**config.mk**
```make
export PLATFORM = sky130hd
export DESIGN_NAME = apb3_requester_core
export DESIGN_NICKNAME = d
export VERILOG_FILES = /design/src/rtl/apb3_requester_core.sv
export SDC_FILE = /design/constraint.sdc
export NUM_CORES = 1
export LEC_CHECK = 0
export ABC_AREA = 1
export BUFFER_PORTS_ARGS = -buffer_cell sky130_fd_sc_hd__buf_2
export CAP_MARGIN = 20
export CORE_UTILIZATION = 42
export CTS_CLUSTER_SIZE = 30
export DETAILED_ROUTE_END_ITERATION = 16
export GPL_TIMING_DRIVEN = 0
export PLACE_DENSITY = 0.88
export SETUP_SLACK_MARGIN = 0.15
export SLEW_MARGIN = 20
export SYNTH_ARGS = -nofsm -noshare
export SYNTH_HDL_FRONTEND = slang
export SYNTH_SLANG_ARGS = --single-unit
```
**constraint.sdc**
```tcl
create_clock -name clk -period 1.18 [get_ports clk]
set_input_delay 0.177 -clock clk [delete_from_list [all_inputs] [get_ports clk]]
set_output_delay 0.177 -clock clk [all_outputs]
set_load 0.02 [all_outputs]
```
**src/rtl/apb3_requester_core.sv**
```systemverilog
// APB3 requester: turns a single-outstanding valid/ready command into SETUP/ACCESS transfers.
// Optional ACCESS wait-state timeout is compiled in with APB3_REQUESTER_TIMEOUT_EN.
module apb3_requester_core #(
    parameter int unsigned AddressWidth  = 32,
    parameter int unsigned DataWidth     = 32,
    parameter int unsigned TimeoutCycles = 16
) (
    input  logic                    clk,
    input  logic                    rst_n,
    input  logic                    i_req_valid,
    output logic                    o_req_ready,
    input  logic                    i_req_write,
    input  logic [AddressWidth-1:0] i_req_addr,
    input  logic [DataWidth-1:0]    i_req_wdata,
    output logic                    o_rsp_valid,
    output logic [DataWidth-1:0]    o_rsp_rdata,
    output logic                    o_rsp_error,
    output logic [AddressWidth-1:0] o_paddr,
    output logic                    o_pselx,
    output logic                    o_penable,
    output logic                    o_pwrite,
    output logic [DataWidth-1:0]    o_pwdata,
    input  logic                    i_pready,
    input  logic [DataWidth-1:0]    i_prdata,
    input  logic                    i_pslverr
);

    typedef enum logic [1:0] {S_IDLE, S_SETUP, S_ACCESS} state_t;

    state_t                  r_state;
    logic                    r_pselx, r_penable, r_pwrite;
    logic [AddressWidth-1:0] r_paddr;
    logic [DataWidth-1:0]    r_pwdata;
    logic                    r_rsp_valid, r_rsp_error;
    logic [DataWidth-1:0]    r_rsp_rdata;

    // Byte offset within a data word is never driven onto the bus.
    logic [AddressWidth-1:0] w_addr_mask;
    assign w_addr_mask = ~(AddressWidth'(DataWidth/8 - 1));

`ifdef APB3_REQUESTER_TIMEOUT_EN
    localparam int unsigned TO_W = $clog2(TimeoutCycles + 1);
    logic [TO_W-1:0] r_wait_cnt;
`else
    logic [31:0] w_unused_timeout;
    assign w_unused_timeout = TimeoutCycles;
`endif

    always_ff @(posedge clk or negedge rst_n) begin
        if (!rst_n) begin
            r_state     <= S_IDLE;
            r_pselx     <= 1'b0;
            r_penable   <= 1'b0;
            r_pwrite    <= 1'b0;
            r_paddr     <= '0;
            r_pwdata    <= '0;
            r_rsp_valid <= 1'b0;
            r_rsp_error <= 1'b0;
            r_rsp_rdata <= '0;
`ifdef APB3_REQUESTER_TIMEOUT_EN
            r_wait_cnt  <= '0;
`endif
        end else begin
            r_rsp_valid <= 1'b0;
            case (r_state)
                S_IDLE: begin
                    if (i_req_valid) begin
                        r_paddr  <= i_req_addr & w_addr_mask;
                        r_pwrite <= i_req_write;
                        r_pwdata <= i_req_write ? i_req_wdata : '0;
                        r_pselx  <= 1'b1;
                        r_state  <= S_SETUP;
                    end
                end
                S_SETUP: begin
                    r_penable <= 1'b1;
                    r_state   <= S_ACCESS;
`ifdef APB3_REQUESTER_TIMEOUT_EN
                    r_wait_cnt <= '0;
`endif
                end
                S_ACCESS: begin
                    if (i_pready) begin
                        r_pselx     <= 1'b0;
                        r_penable   <= 1'b0;
                        r_rsp_valid <= 1'b1;
                        r_rsp_error <= i_pslverr;
                        r_rsp_rdata <= r_pwrite ? '0 : i_prdata;
                        r_state     <= S_IDLE;
                    end else begin
`ifdef APB3_REQUESTER_TIMEOUT_EN
                        // Abort on the edge that ends the TimeoutCycles-th wait cycle.
                        if (r_wait_cnt == TO_W'(TimeoutCycles - 1)) begin
                            r_pselx     <= 1'b0;
                            r_penable   <= 1'b0;
                            r_rsp_valid <= 1'b1;
                            r_rsp_error <= 1'b1;
                            r_rsp_rdata <= '0;
                            r_state     <= S_IDLE;
                        end else begin
                            r_wait_cnt <= r_wait_cnt + 1'b1;
                        end
`endif
                    end
                end
                default: r_state <= S_IDLE;
            endcase
        end
    end

    assign o_req_ready = (r_state == S_IDLE);
    assign o_pselx     = r_pselx;
    assign o_penable   = r_penable;
    assign o_pwrite    = r_pwrite;
    assign o_paddr     = r_paddr;
    assign o_pwdata    = r_pwdata;
    assign o_rsp_valid = r_rsp_valid;
    assign o_rsp_error = r_rsp_error;
    assign o_rsp_rdata = r_rsp_rdata;

endmodule

```
==> results, run 1 <==
- For the worst-skew pair, the clock arrives at the later sink with an insertion delay of 0.36 ns.
- Yosys printed 0 warnings.
- The flip-flop and latch count after synthesis is 101.
- The worst-case headroom to the max-slew limit is 0.426.
- The synthesized netlist cell count is 574.
- The remaining global-route overflow is 0.
- The dominant cell type by count on the critical path is sky130_fd_sc_hd__buf_6.
- The standard cell core area is 10300 um^2.
- The via count is 4933.
- In this run the worst path has a maximum fanout of 2.
- The cell area after layout is 7610 um^2.
- The final reports fail on negative setup slack.
- The instance area after placement is 5730 um^2.
- The proportion of total power due to net switching is 0.408.
- In this design, the stage delay of the slowest critical-path cell is 0.43 ns.
- The die is 105 um wide.
- The relative contribution of combinational cells to total power is 0.594.
- The number of instances on the worst hold path is 3.
- The die covers 11100 um^2.
- The setup total negative slack is -17.33 ns.
- The post-synthesis area per instance is 7.81 um^2.
- Of the cells placed in the final design, the portion with a size suffix greater than 1 is 0.419.
- The filler cells instantiated in the layout total 700.
- After detailed routing, the total wire length is 15900 um.
- For this run, the register share of the synthesized area comes to 0.564.
- CTS placed an instance of sky130_fd_sc_hd__clkbuf_8 at the clock tree root.
- The worst setup path is launched from a flip-flop.
- The required arrival time at the worst endpoint is 1.00 ns.
- The number of diodes added for antenna fixing is 0.
- Dividing total power by cell area gives a power density of 2800 nW/um^2.
- The summed instance area of the synthesized netlist is 4480 um^2.
- The share of total power dissipated in the clock network is 0.108.
- The reported leakage power is 0.00445 uW.
- The total number of clock tree sinks is 101.
- TritonCTS built the clock tree.
- In the global route stage, overall resource usage came out at 0.241.
- Summed over all nets, the switching power comes to 8700 uW.
- The number of global-route vias before repair is 4317.
- The endpoint class of the critical path is a primary output.
- The highest-delay cell along the critical path is sky130_fd_sc_hd__dfrtp_2.
- The routability-driven placement congestion ratio is 0.809.
- The number of nets in the final layout is 959.
- The layout overhead on the synthesized area is 69.8%.
- The buffer and inverter count on the worst path is 3.
- The number of port buffers is 196.
- Leaving out fill and tap cells, the most frequent cells in the layout are sky130_fd_sc_hd__nand2_1, sky130_fd_sc_hd__buf_6, sky130_fd_sc_hd__buf_2.
- The half-perimeter wire length of the detailed placement result is 8650 um.
- The final number of max-transition violations is 0.
- Clock-pin slew was measured on the worst setup and hold paths at 0.10 ns.
- Timing would allow up to 694 MHz.
- The signal on the critical path passes through nor2_4 -> buf_6 -> buf_6 -> buf_6.
- The critical path runs through a total of 4 cells.
- Using the TritonRoute via totals, the vias-per-cell ratio works out to 4.94.
- The library cell used most frequently in the layout, excluding fill and tap cells, is sky130_fd_sc_hd__nand2_1.
- Dividing the final minimum period by the clock period gives 1.22.
- The run finished, with violations left.
- After layout, the minimum clock period comes to 1.44 ns.
- Entering global routing, the biggest net connects 54 pins.
- IR analysis of the VDD net gives a maximum drop of 1580 uV.
- The initial antenna violation count came to 0.
- The sequential share of power is 0.298.
- The deepest level of the CTS H-tree is 3.
- The worst-case setup margin in the final layout is -0.261 ns.
- The worst clock skew on the final layout is 0.0122 ns.
- Tracing the worst setup path back leads to its startpoint at r_state[0].
- The max-capacitance violation count is 0.
- In this run, distinct cell masters in the synthesized netlist total 14.
- The critical path is of the flip-flop to primary output type.
- Setup repair after global routing could not meet its margin everywhere.
- The number of iterations in the first detailed-routing pass is 4.
- In this run the remaining antenna-violating nets after routing total 0.
- For the worst flop-to-flop path, the logic depth is 7.
- The pin slew with the least headroom to its limit is 0.861 ns.
- After floorplanning, the core was divided into 37 placement rows.
- The worst hold path begins at i_req_addr[26].
- The internal power contribution is 12600 uW.
- The TritonCTS buffer count is 9.
- The worst register-to-register path begins at r_state[0].
- The class of the worst hold path is primary input to flip-flop.
- Across all register-to-register paths, the minimum setup slack is -0.23 ns.
- The largest delay contributor family on the critical path is flip-flops.
- The final routed wire length divided by cell count is 15.9 um.
- The number of hold-slack violations in the final timing report is 0.
- The maximum number of buffers from clock root to sink is 2.
- The worst-case setup slack after placement is -0.195 ns.
- Measured along the y axis, the die boundary spans 105 um.
- The first global-routing pass estimated 20900 um of wire.
- 204 I/O pins were placed.
- Setup violations remaining at the end of the flow were counted as 101.
- The critical path data arrival time is 1.26 ns.
- The initial core utilization is 0.434.
- The violation count after the first detailed-route iteration is 341.
- The number of remaining DRC errors is 0.
-- final cells by class --
| cell class | instances | area (um^2) | area share |
|---|---|---|---|
| plain buffers | 41 | 365 | 0.0480 |
| clock buffers | 11 | 151 | 0.0199 |
| clock inverters | 5 | 58.8 | 0.00773 |
| inverters | 68 | 260 | 0.0342 |
| multi-input cells | 366 | 1710 | 0.225 |
| flip-flops and latches | 101 | 2530 | 0.333 |
| well taps | 136 | 170 | 0.0224 |
| repair buffers | 270 | 2370 | 0.311 |
-- metrics by stage --
stage | utilization | hold WS (ns) | total power [uW] | cells
6_report | 0.737 | 0.0392 | 21300 | 998
3_3_place_gp | 0.552 | 0.405 | 13300 | 907
4_1_cts | 0.630 | 0.0236 | 17500 | 947
3_5_place_dp | 0.555 | 0.140 | 13500 | 908
5_1_grt | 0.737 | 0.0282 | 22400 | 998
2_1_floorplan | - | -0.119 | 10700 | 575
-- cell usage after synthesis --
library cell / instances / area share
sky130_fd_sc_hd__nor2_2: 1 / 0.0014
sky130_fd_sc_hd__nand3_2: 1 / 0.0022
sky130_fd_sc_hd__conb_1: 1 / 0.00084
sky130_fd_sc_hd__nand3_1: 96 / 0.11
sky130_fd_sc_hd__buf_2: 20 / 0.022
sky130_fd_sc_hd__nand2_1: 231 / 0.19
sky130_fd_sc_hd__nor2_1: 33 / 0.028
sky130_fd_sc_hd__dfrtp_1: 101 / 0.56
sky130_fd_sc_hd__buf_4: 7 / 0.012
sky130_fd_sc_hd__buf_1: 3 / 0.0025
sky130_fd_sc_hd__inv_1: 65 / 0.054
sky130_fd_sc_hd__o21ai_0: 1 / 0.0011
sky130_fd_sc_hd__clkbuf_1: 11 / 0.0092
sky130_fd_sc_hd__inv_2: 3 / 0.0025
-- flip-flops by register name, indices dropped and copies added (netlist names) --
name and count:
o_pwdata 32, o_pwrite 1, o_rsp_error 1, o_penable 1
o_rsp_rdata 32, o_rsp_valid 1, o_pselx 1, o_paddr 30
r_state 2
-- power groups by stage --
| stage | clock network [uW] | logic (uW) | registers (uW) |
|---|---|---|---|
| floorplan | 0 | 2870 | 7850 |
| CTS | 2340 | 9110 | 6020 |
| finish | 2300 | 12700 | 6350 |
| global route | 2510 | 13400 | 6460 |
| detailed placement | 0 | 7530 | 5940 |
| global placement | 0 | 7380 | 5890 |
-- worst min-delay path, delay by kind of cell --
family,cells,cell delay (ns)
buffers and inverters,1,0.07
AND/OR/NAND/NOR,2,0.12
-- cells by family (layout without fill, tap and decap cells) --
logic type / after synthesis / in the layout / synth area share
flip-flops: 101 / 101 / 0.564
buffers and inverters: 109 / 395 / 0.103
other: 1 / 2 / 0.000836
AO/OA/AOI/OAI: 1 / 1 / 0.00112
AND/OR/NAND/NOR: 362 / 363 / 0.332
-- metal layers --
layer  wire (um)  global-route usage  part of all wire
met1        5890               0.289              0.37
met2        8270               0.414              0.52
met3        1080              0.0519             0.068
met4         644               0.109             0.041
met5           0                   0                 0
-- worst paths after layout --
check,to
hold / removal,o_paddr[26]
max in group asynchronous,r_state[0]
setup reg to reg,o_rsp_rdata[10]
setup / recovery,o_req_ready
min in group asynchronous,o_rsp_valid
hold reg to reg,o_paddr[31]
-- timing repair --
action,CTS,global route
hold buffers,1,0
pin swaps,8,32
resized for setup,115,193
setup endpoints to repair,197,213
setup buffers,15,46
gates cloned,7,5
endpoints found under the hold margin,48,0
Power figures use the tool's default switching activity.
==> inputs of run 2 (changes only) <==
ABC_AREA = default   (was 1)
ABC_CLOCK_PERIOD_IN_PS = 1180   (was default)
CORE_MARGIN = 10   (was default)
PLACE_DENSITY = 0.89   (was 0.88)
==> results, run 2 <==
- The flow ran to the end, but the final reports show violations.
- The checks that failed: negative setup slack.
- The final number of max-transition violations is 0.
- On the worst path, the slowest cell contributes a delay of 0.41 ns.
- The number of placed instances, taps included, is 702.
- The repair_antennas step left the layout with diodes totalling 0.
- By area the synthesized netlist is led by sky130_fd_sc_hd__dfrtp_1, sky130_fd_sc_hd__mux2_4, sky130_fd_sc_hd__nand2_1.
- The signal on the critical path passes through or3b_4 -> buf_12 -> buf_12 -> clkbuf_16 -> nand2_2 -> o21ai_2.
- The routability-driven placement congestion ratio is 0.863.
- The category of the critical setup timing path is flip-flop to flip-flop.
- The summed instance area of the synthesized netlist is 4200 um^2.
- Counting the fill cells in the layout gives 543.
- For this run, asynchronously set or reset flops after synthesis account for 1.00.
- The later pin in the worst-skew pair is clocked with a latency of 0.35 ns.
- Excluding fillers, the count of instances in the completed layout stands at 805.
- In this run the most critical hold path is launched from i_req_addr[9].
- The number of port buffers is 198.
- The highest clock rate is 642 MHz.
- The deepest level of the CTS H-tree is 3.
- The time the worst path needs with I/O delays and setup is 1.56 ns.
- Data on the critical path arrives at its endpoint at 1.79 ns.
- The slowest stage of the critical path is the sky130_fd_sc_hd__dfrtp_2 cell.
- The library cell with the largest summed area after synthesis is sky130_fd_sc_hd__dfrtp_1.
- Compared with the post-synthesis result, the final layout area differs by 79.9%.
- The worst register-to-register path begins at r_state[1].
- The worst clock skew on the final layout is 0.00797 ns.
- In the final routed layout, each cell accounts on average for 21.8 um.
- Buffers inserted during clock tree synthesis total 9.
- After floorplanning, the core was sized to cover 9770 um^2.
- The total wire length is 17500 um.
- Pin placement for this block handled 204 I/O pins.
- The critical-path maximum fanout is 8.
- Clock-pin slew was measured on the worst setup and hold paths at 0.10 ns.
- The post-synthesis area per instance is 11.4 um^2.
- The portion of synthesized cell area occupied by the leading cell type is 0.602.
- Across the run, the number of max-cap violations was 0.
- Entering global routing, the biggest net connects 54 pins.
- STA classifies the critical path startpoint as a flip-flop.
- The cell area after layout is 7550 um^2.
- The library cells used most frequently in the layout, excluding fill and tap cells, are sky130_fd_sc_hd__buf_6, sky130_fd_sc_hd__dfrtp_1, sky130_fd_sc_hd__buf_2.
- The number of iterations in the first detailed-routing pass is 4.
- After floorplanning, the core was divided into 36 placement rows.
- The number of global-route vias before repair came to 4143.
- The initial antenna violation count is 1.
- The floorplan step defined a die boundary enclosing 14400 um^2.
- The initial utilization of the core area, before any placement, comes to 0.429.
- The via count is 4073.
- Across all setup checks in the final design, the least slack found is -0.378 ns.
- For this run, design rule violations remaining after detail routing come to 0.
- The total power density per cell area is 3010 nW/um^2.
- sky130_fd_sc_hd__dfrtp_1 is the most common cell in the netlist.
- The half-perimeter wire length of the detailed placement result is 9680 um.
- The number of nets in the final layout is 770.
- The most critical setup path has its startpoint at r_state[1].
- Dividing the final minimum period by the clock period gives 1.32.
- The number of enable flip-flop cells after synthesis is 0.
- Final hold analysis gives a worst-case slack of 0.0478 ns.
- The instance area after placement is 5440 um^2.
- By count the netlist is led by sky130_fd_sc_hd__dfrtp_1, sky130_fd_sc_hd__nand2_1, sky130_fd_sc_hd__o21ai_0.
- The clock net in this run drives a total of 101 sinks.
- The violation count after the first detailed-route iteration is 287.
- For this run, the leading register cell type out of synthesis is sky130_fd_sc_hd__dfrtp_1.
- Global routing finished with a remaining overflow of 0.
- The global router's overall resource usage is 0.192.
- The share of the core filled with cells is 0.772.
- Setup violations remaining at the end of the flow were counted as 99.
- Clock tree synthesis selected as its root buffer the cell sky130_fd_sc_hd__clkbuf_8.
- The dominant cell type by count on the critical path is sky130_fd_sc_hd__buf_12.
- The synthesized netlist cell count is 369.
- The number of distinct library cells after synthesis is 20.
- Yosys printed 0 warnings.
- The height of the chip is 120 um.
- STA classifies the critical path endpoint as a flip-flop.
- The most frequent standard cell in the layout excluding fill and tap cells is sky130_fd_sc_hd__buf_6.
- The first global-routing pass estimated 22100 um of wire.
- In this run the worst hold path is classified as primary input to flip-flop.
- The fraction of layout cells with a size suffix above 1 is 0.668.
- Data on the critical path is required at its endpoint by 1.41 ns.
- The floorplan step set the die width to 120 um.
- The average vias per placed instance is 5.06.
- The worst-case IR drop observed on VDD is 1450 uV.
- For this run, the register share of the synthesized area comes to 0.602.
- The maximum number of buffers from clock root to sink is 2.
- The number of hold-slack violations in the final timing report is 0.
- The residual antenna-violating net count after detailed routing is 0.
- For this design the static power due to leakage is 0.00387 uW.
- The flip-flop and latch count after synthesis is 101.
- TritonCTS built the clock tree.
- Setup repair after global routing could not meet its margin everywhere.
[run 2: cell types whose count changed after synthesis, sizes merged, moves of 4 or more]
cell,previous run,this run
mux2,0,32
nor2,34,1
nand2,231,97
buf,30,12
nand2b,0,32
clkbuf,11,15
inv,68,5
nand3,97,1
o21ai,1,67
[run 2: repair_timing]
action                                  4_1_cts  5_1_grt
endpoints found under the setup margin      198      250
hold endpoints to repair                     48        0
hold buffers                                  1        0
pin swaps                                     0       56
gates resized for setup                     209      173
gates cloned                                  2        7
setup buffers                                33       45
[run 2: final timing paths]
kind | endpoint | slack [ns] | cells after the start
max | o_pwdata[7] | -0.38 | 6
min | o_paddr[9] | 0.05 | 2
max reg2reg | o_pwdata[7] | -0.38 | 6
min reg2reg | o_pwdata[2] | 0.53 | 2
max in group asynchronous | o_pwrite | 0.27 | 3
min in group asynchronous | o_pwdata[0] | 0.33 | 2
[run 2: power by group]
group          switching (uW)  total (uW)  internal (uW)
registers                1540        6640           5100
clock network            1180        2110            933
logic                    6380       14000           7580
[run 2: cell families (layout without fill, tap and decap cells)]
family | count (synthesis) | in the layout | share of synthesized area
other | 1 | 2 | 0.000894
multiplexers | 32 | 32 | 0.114
buffers and inverters | 32 | 334 | 0.0531
AO/OA/AOI/OAI | 70 | 70 | 0.0897
flip-flops | 101 | 101 | 0.602
AND/OR/NAND/NOR | 133 | 133 | 0.140
[run 2: critical path, delay by kind of cell (launching register included)]
kind | cells | cell delay [ns]
and+or+nand+nor | 2 | 0.48
buffers and inverters | 3 | 0.48
AOI/OAI and AO/OA | 1 | 0.06
DFF | 1 | 0.41
[run 2: layout make-up]
class                      instances  area [um^2]  area share
sequential                       101         2530       0.335
timing repair buffer             287         2480       0.328
multi-input combinational        237         1870       0.248
buffer                            27          302      0.0399
clock buffer                      14          173      0.0229
tap                              133          166      0.0220
inverter                           5         26.3     0.00348
clock inverter                     1         5.00    0.000663
[run 2: metal layers]
| metal | share of wire | wire length, um | vias to the layer above | GRT usage |
|---|---|---|---|---|
| li1 | - | - | 1800 | - |
| met1 | 0.36 | 6230 | 2052 | 0.200 |
| met2 | 0.54 | 9530 | 175 | 0.349 |
| met3 | 0.069 | 1200 | 46 | 0.0647 |
| met4 | 0.033 | 570 | 0 | 0.0709 |
| met5 | 0 | 0 | - | 0 |
[run 2: per-stage QoR]
stage                     total power, uW  TNS (ns)  worst slack (ns)
after floorplan                     11100    -17.50            -0.298
after global placement              13600   -125.36             -1.01
after detailed placement            14000    -27.73            -0.425
after CTS                           19100    -26.83            -0.341
after global routing                23700    -32.12            -0.415
final                               22700    -28.38            -0.378
==> inputs of run 3 (changes only) <==
ABC_CLOCK_PERIOD_IN_PS = 1700   (was 1180)
CORE_UTILIZATION = 46   (was 42)
HOLD_SLACK_MARGIN = 0.08   (was default)
PLACE_DENSITY = 0.92   (was 0.89)
clock period = 1.7 ns   (was 1.18 ns; I/O delays follow)
==> results, run 3 (synthesized netlist as in run 2, its figures left out) <==
- The number of port buffers is 198.
- Clock tree synthesis found a total of 101 sinks.
- The cell area after layout is 5640 um^2.
- For this design the top-level I/O count stands at 204.
- TritonCTS built the clock tree.
- The worst setup path is of the flip-flop to flip-flop kind.
- The largest delay contributor family on the critical path is flip-flops.
- The most frequent standard cell in the layout excluding fill and tap cells is sky130_fd_sc_hd__buf_2.
- Data arrives at the worst endpoint at 1.80 ns.
- The worst setup path is launched from a flip-flop.
- The number of cells on the critical path is 4.
- The fraction of layout cells with a size suffix above 1 is 0.469.
- The max-capacitance violation count is 0.
- For the final database, setup skew stands at 0.0137 ns.
- The floorplan die area is 13300 um^2.
- The instance area after placement is 5360 um^2.
- After filler insertion, the fill cell instance count of the layout stands at 699.
- The layout overhead on the synthesized area is 34.4%.
- IR analysis of the VDD net gives a maximum drop of 848 uV.
- Routability-driven placement finished with a final weighted congestion of 0.783.
- Data on the critical path is required at its endpoint by 1.93 ns.
- The number of global-route vias before repair was 3667.
- The smallest hold slack is 0.127 ns.
- The pre-antenna-repair detailed-routing pass consisted of 4 iterations.
- Leaving out fill and tap cells, the most frequent cells in the layout are sky130_fd_sc_hd__buf_2, sky130_fd_sc_hd__dfrtp_1, sky130_fd_sc_hd__nand2_1.
- The number of hold-slack violations in the final timing report is 0.
- Entering global routing, the biggest net connects 54 pins.
- Measured along the y axis, the die boundary spans 116 um.
- The number of instances on the worst hold path is 2.
- The routed design has 12000 um of wire.
- On the worst path, the slowest cell contributes a delay of 0.44 ns.
- After global routing the overflow that remains totals 0.
- The worst path needs 1.57 ns of the cycle, external delays included.
- For this block, the initial DRC count from the detailed router was 204.
- The final number of max-transition violations is 0.
- The number of diodes added for antenna fixing is 0.
- The count of endpoints failing setup in the final report is 0.
- Traced cell by cell, the critical path runs through or3b_4 -> buf_12 -> buf_12 -> mux2_4.
- The highest-delay cell along the critical path is sky130_fd_sc_hd__dfrtp_2.
- The root buffer cell is sky130_fd_sc_hd__clkbuf_8.
- In the global route stage, overall resource usage came out at 0.177.
- The H-tree was split into 3 levels.
- The initial antenna violation count was 0.
- Setup repair after global routing could not meet its margin everywhere.
- The clock passes through at most 2 buffers.
- The initialized floorplan defines 34 standard-cell rows.
- The analysis attributes to cell leakage a power of 0.00305 uW.
- The standard cell core area is 8810 um^2.
- The critical-path maximum fanout is 10.
- Based on the critical path, the design can be clocked at up to 637 MHz.
- At the later pin of the worst-skew pair, clock insertion delay measures 0.35 ns.
- The via count is 3378.
- Dividing the detail-routed via count by the number of cells gives 4.85.
- The half-perimeter wire length of the detailed placement result is 9480 um.
- Clock-pin slew was measured on the worst setup and hold paths at 0.10 ns.
- In the routed design, unresolved DRC markers number 0.
- The cell that appears most often on the critical path is sky130_fd_sc_hd__buf_12.
- In the final design database the tool counted 687 nets.
- The worst register-to-register path has a depth of 4.
- The buffer and inverter count on the worst path is 2.
- The total power density per cell area is 1980 nW/um^2.
- The TritonCTS buffer count is 9.
- The residual antenna-violating net count after detailed routing is 0.
- The first-pass GRT wire length is 18900 um.
- The initial core utilization is 0.477.
- After detailed routing, the average wire length per cell comes to 17.2 um.
- Dividing the final minimum period by the clock period gives 0.924.
- In this run the worst hold path is classified as primary input to flip-flop.
- The die extent in x is 116 um.
- The flow ran to the end, and the final reports show no timing, DRC or antenna violations.
- The endpoint class of the critical path is a flip-flop.
run 3: changes by cell type in the layout (fill, tap and decap cells not counted), moves of 29 or more:
cell,previous run,this run
sky130_fd_sc_hd__nand2_1,44,94
sky130_fd_sc_hd__o21ai_0,3,46
sky130_fd_sc_hd__buf_4,76,5
sky130_fd_sc_hd__nand2_4,29,0
sky130_fd_sc_hd__buf_6,107,6
sky130_fd_sc_hd__buf_2,97,198
sky130_fd_sc_hd__o21ai_2,38,7
run 3: timing repair:
action	4_1_cts	5_1_grt
endpoints found under the hold margin	48	0
setup buffers	3	0
gates cloned	0	1
pin swaps	0	1
endpoints found under the setup margin	54	70
resized for setup	1	21
hold buffers	1	0
run 3: stage by stage:
stage / instances / utilization / TNS [ns] / total power (uW) / setup slack [ns]
CTS: 696 / 0.635 / 0 / 11200 / 0.151
finish: 697 / 0.641 / 0 / 11200 / 0.129
global placement: 676 / 0.605 / -55.15 / 9330 / -0.552
detailed placement: 677 / 0.609 / 0 / 9590 / 0.116
global route: 697 / 0.641 / 0 / 11900 / 0.105
floorplan: 370 / - / 0 / 7570 / 0.222
run 3: metal layers:
metal | vias to the layer above | GRT usage | part of all wire
li1 | 1621 | - | -
met2 | 131 | 0.310 | 0.51
met3 | 11 | 0.0599 | 0.097
met1 | 1615 | 0.199 | 0.38
met4 | 0 | 0.0524 | 0.0092
met5 | - | 0 | 0
run 3: final cells by class:
| type | count | area [um^2] | area share |
|---|---|---|---|
| buffer | 27 | 216 | 0.0384 |
| clock buffer | 12 | 155 | 0.0275 |
| clock inverter | 3 | 45.0 | 0.00798 |
| inverter | 5 | 18.8 | 0.00333 |
| multi-input combinational | 237 | 1460 | 0.259 |
| sequential | 101 | 2530 | 0.448 |
| tap | 108 | 135 | 0.0240 |
| timing repair buffer | 204 | 1080 | 0.192 |
run 3: worst paths after layout:
kind	slack, ns	endpoint	startpoint
min reg2reg	0.48	o_pwdata[31]	o_pwdata[31]
max in group asynchronous	0.67	o_paddr[6]	rst_n
max	0.13	o_paddr[12]	r_state[1]
min	0.13	o_rsp_error	i_pslverr
min in group asynchronous	0.40	o_rsp_rdata[7]	rst_n
max reg2reg	0.13	o_paddr[12]	r_state[1]
run 3: where the power goes:
part           switching [uW]  total (uW)  leakage [uW]  internal [uW]
clock network             780        1530     0.0000947            755
logic                    3220        5470       0.00169           2240
registers                 636        4170       0.00127           3530
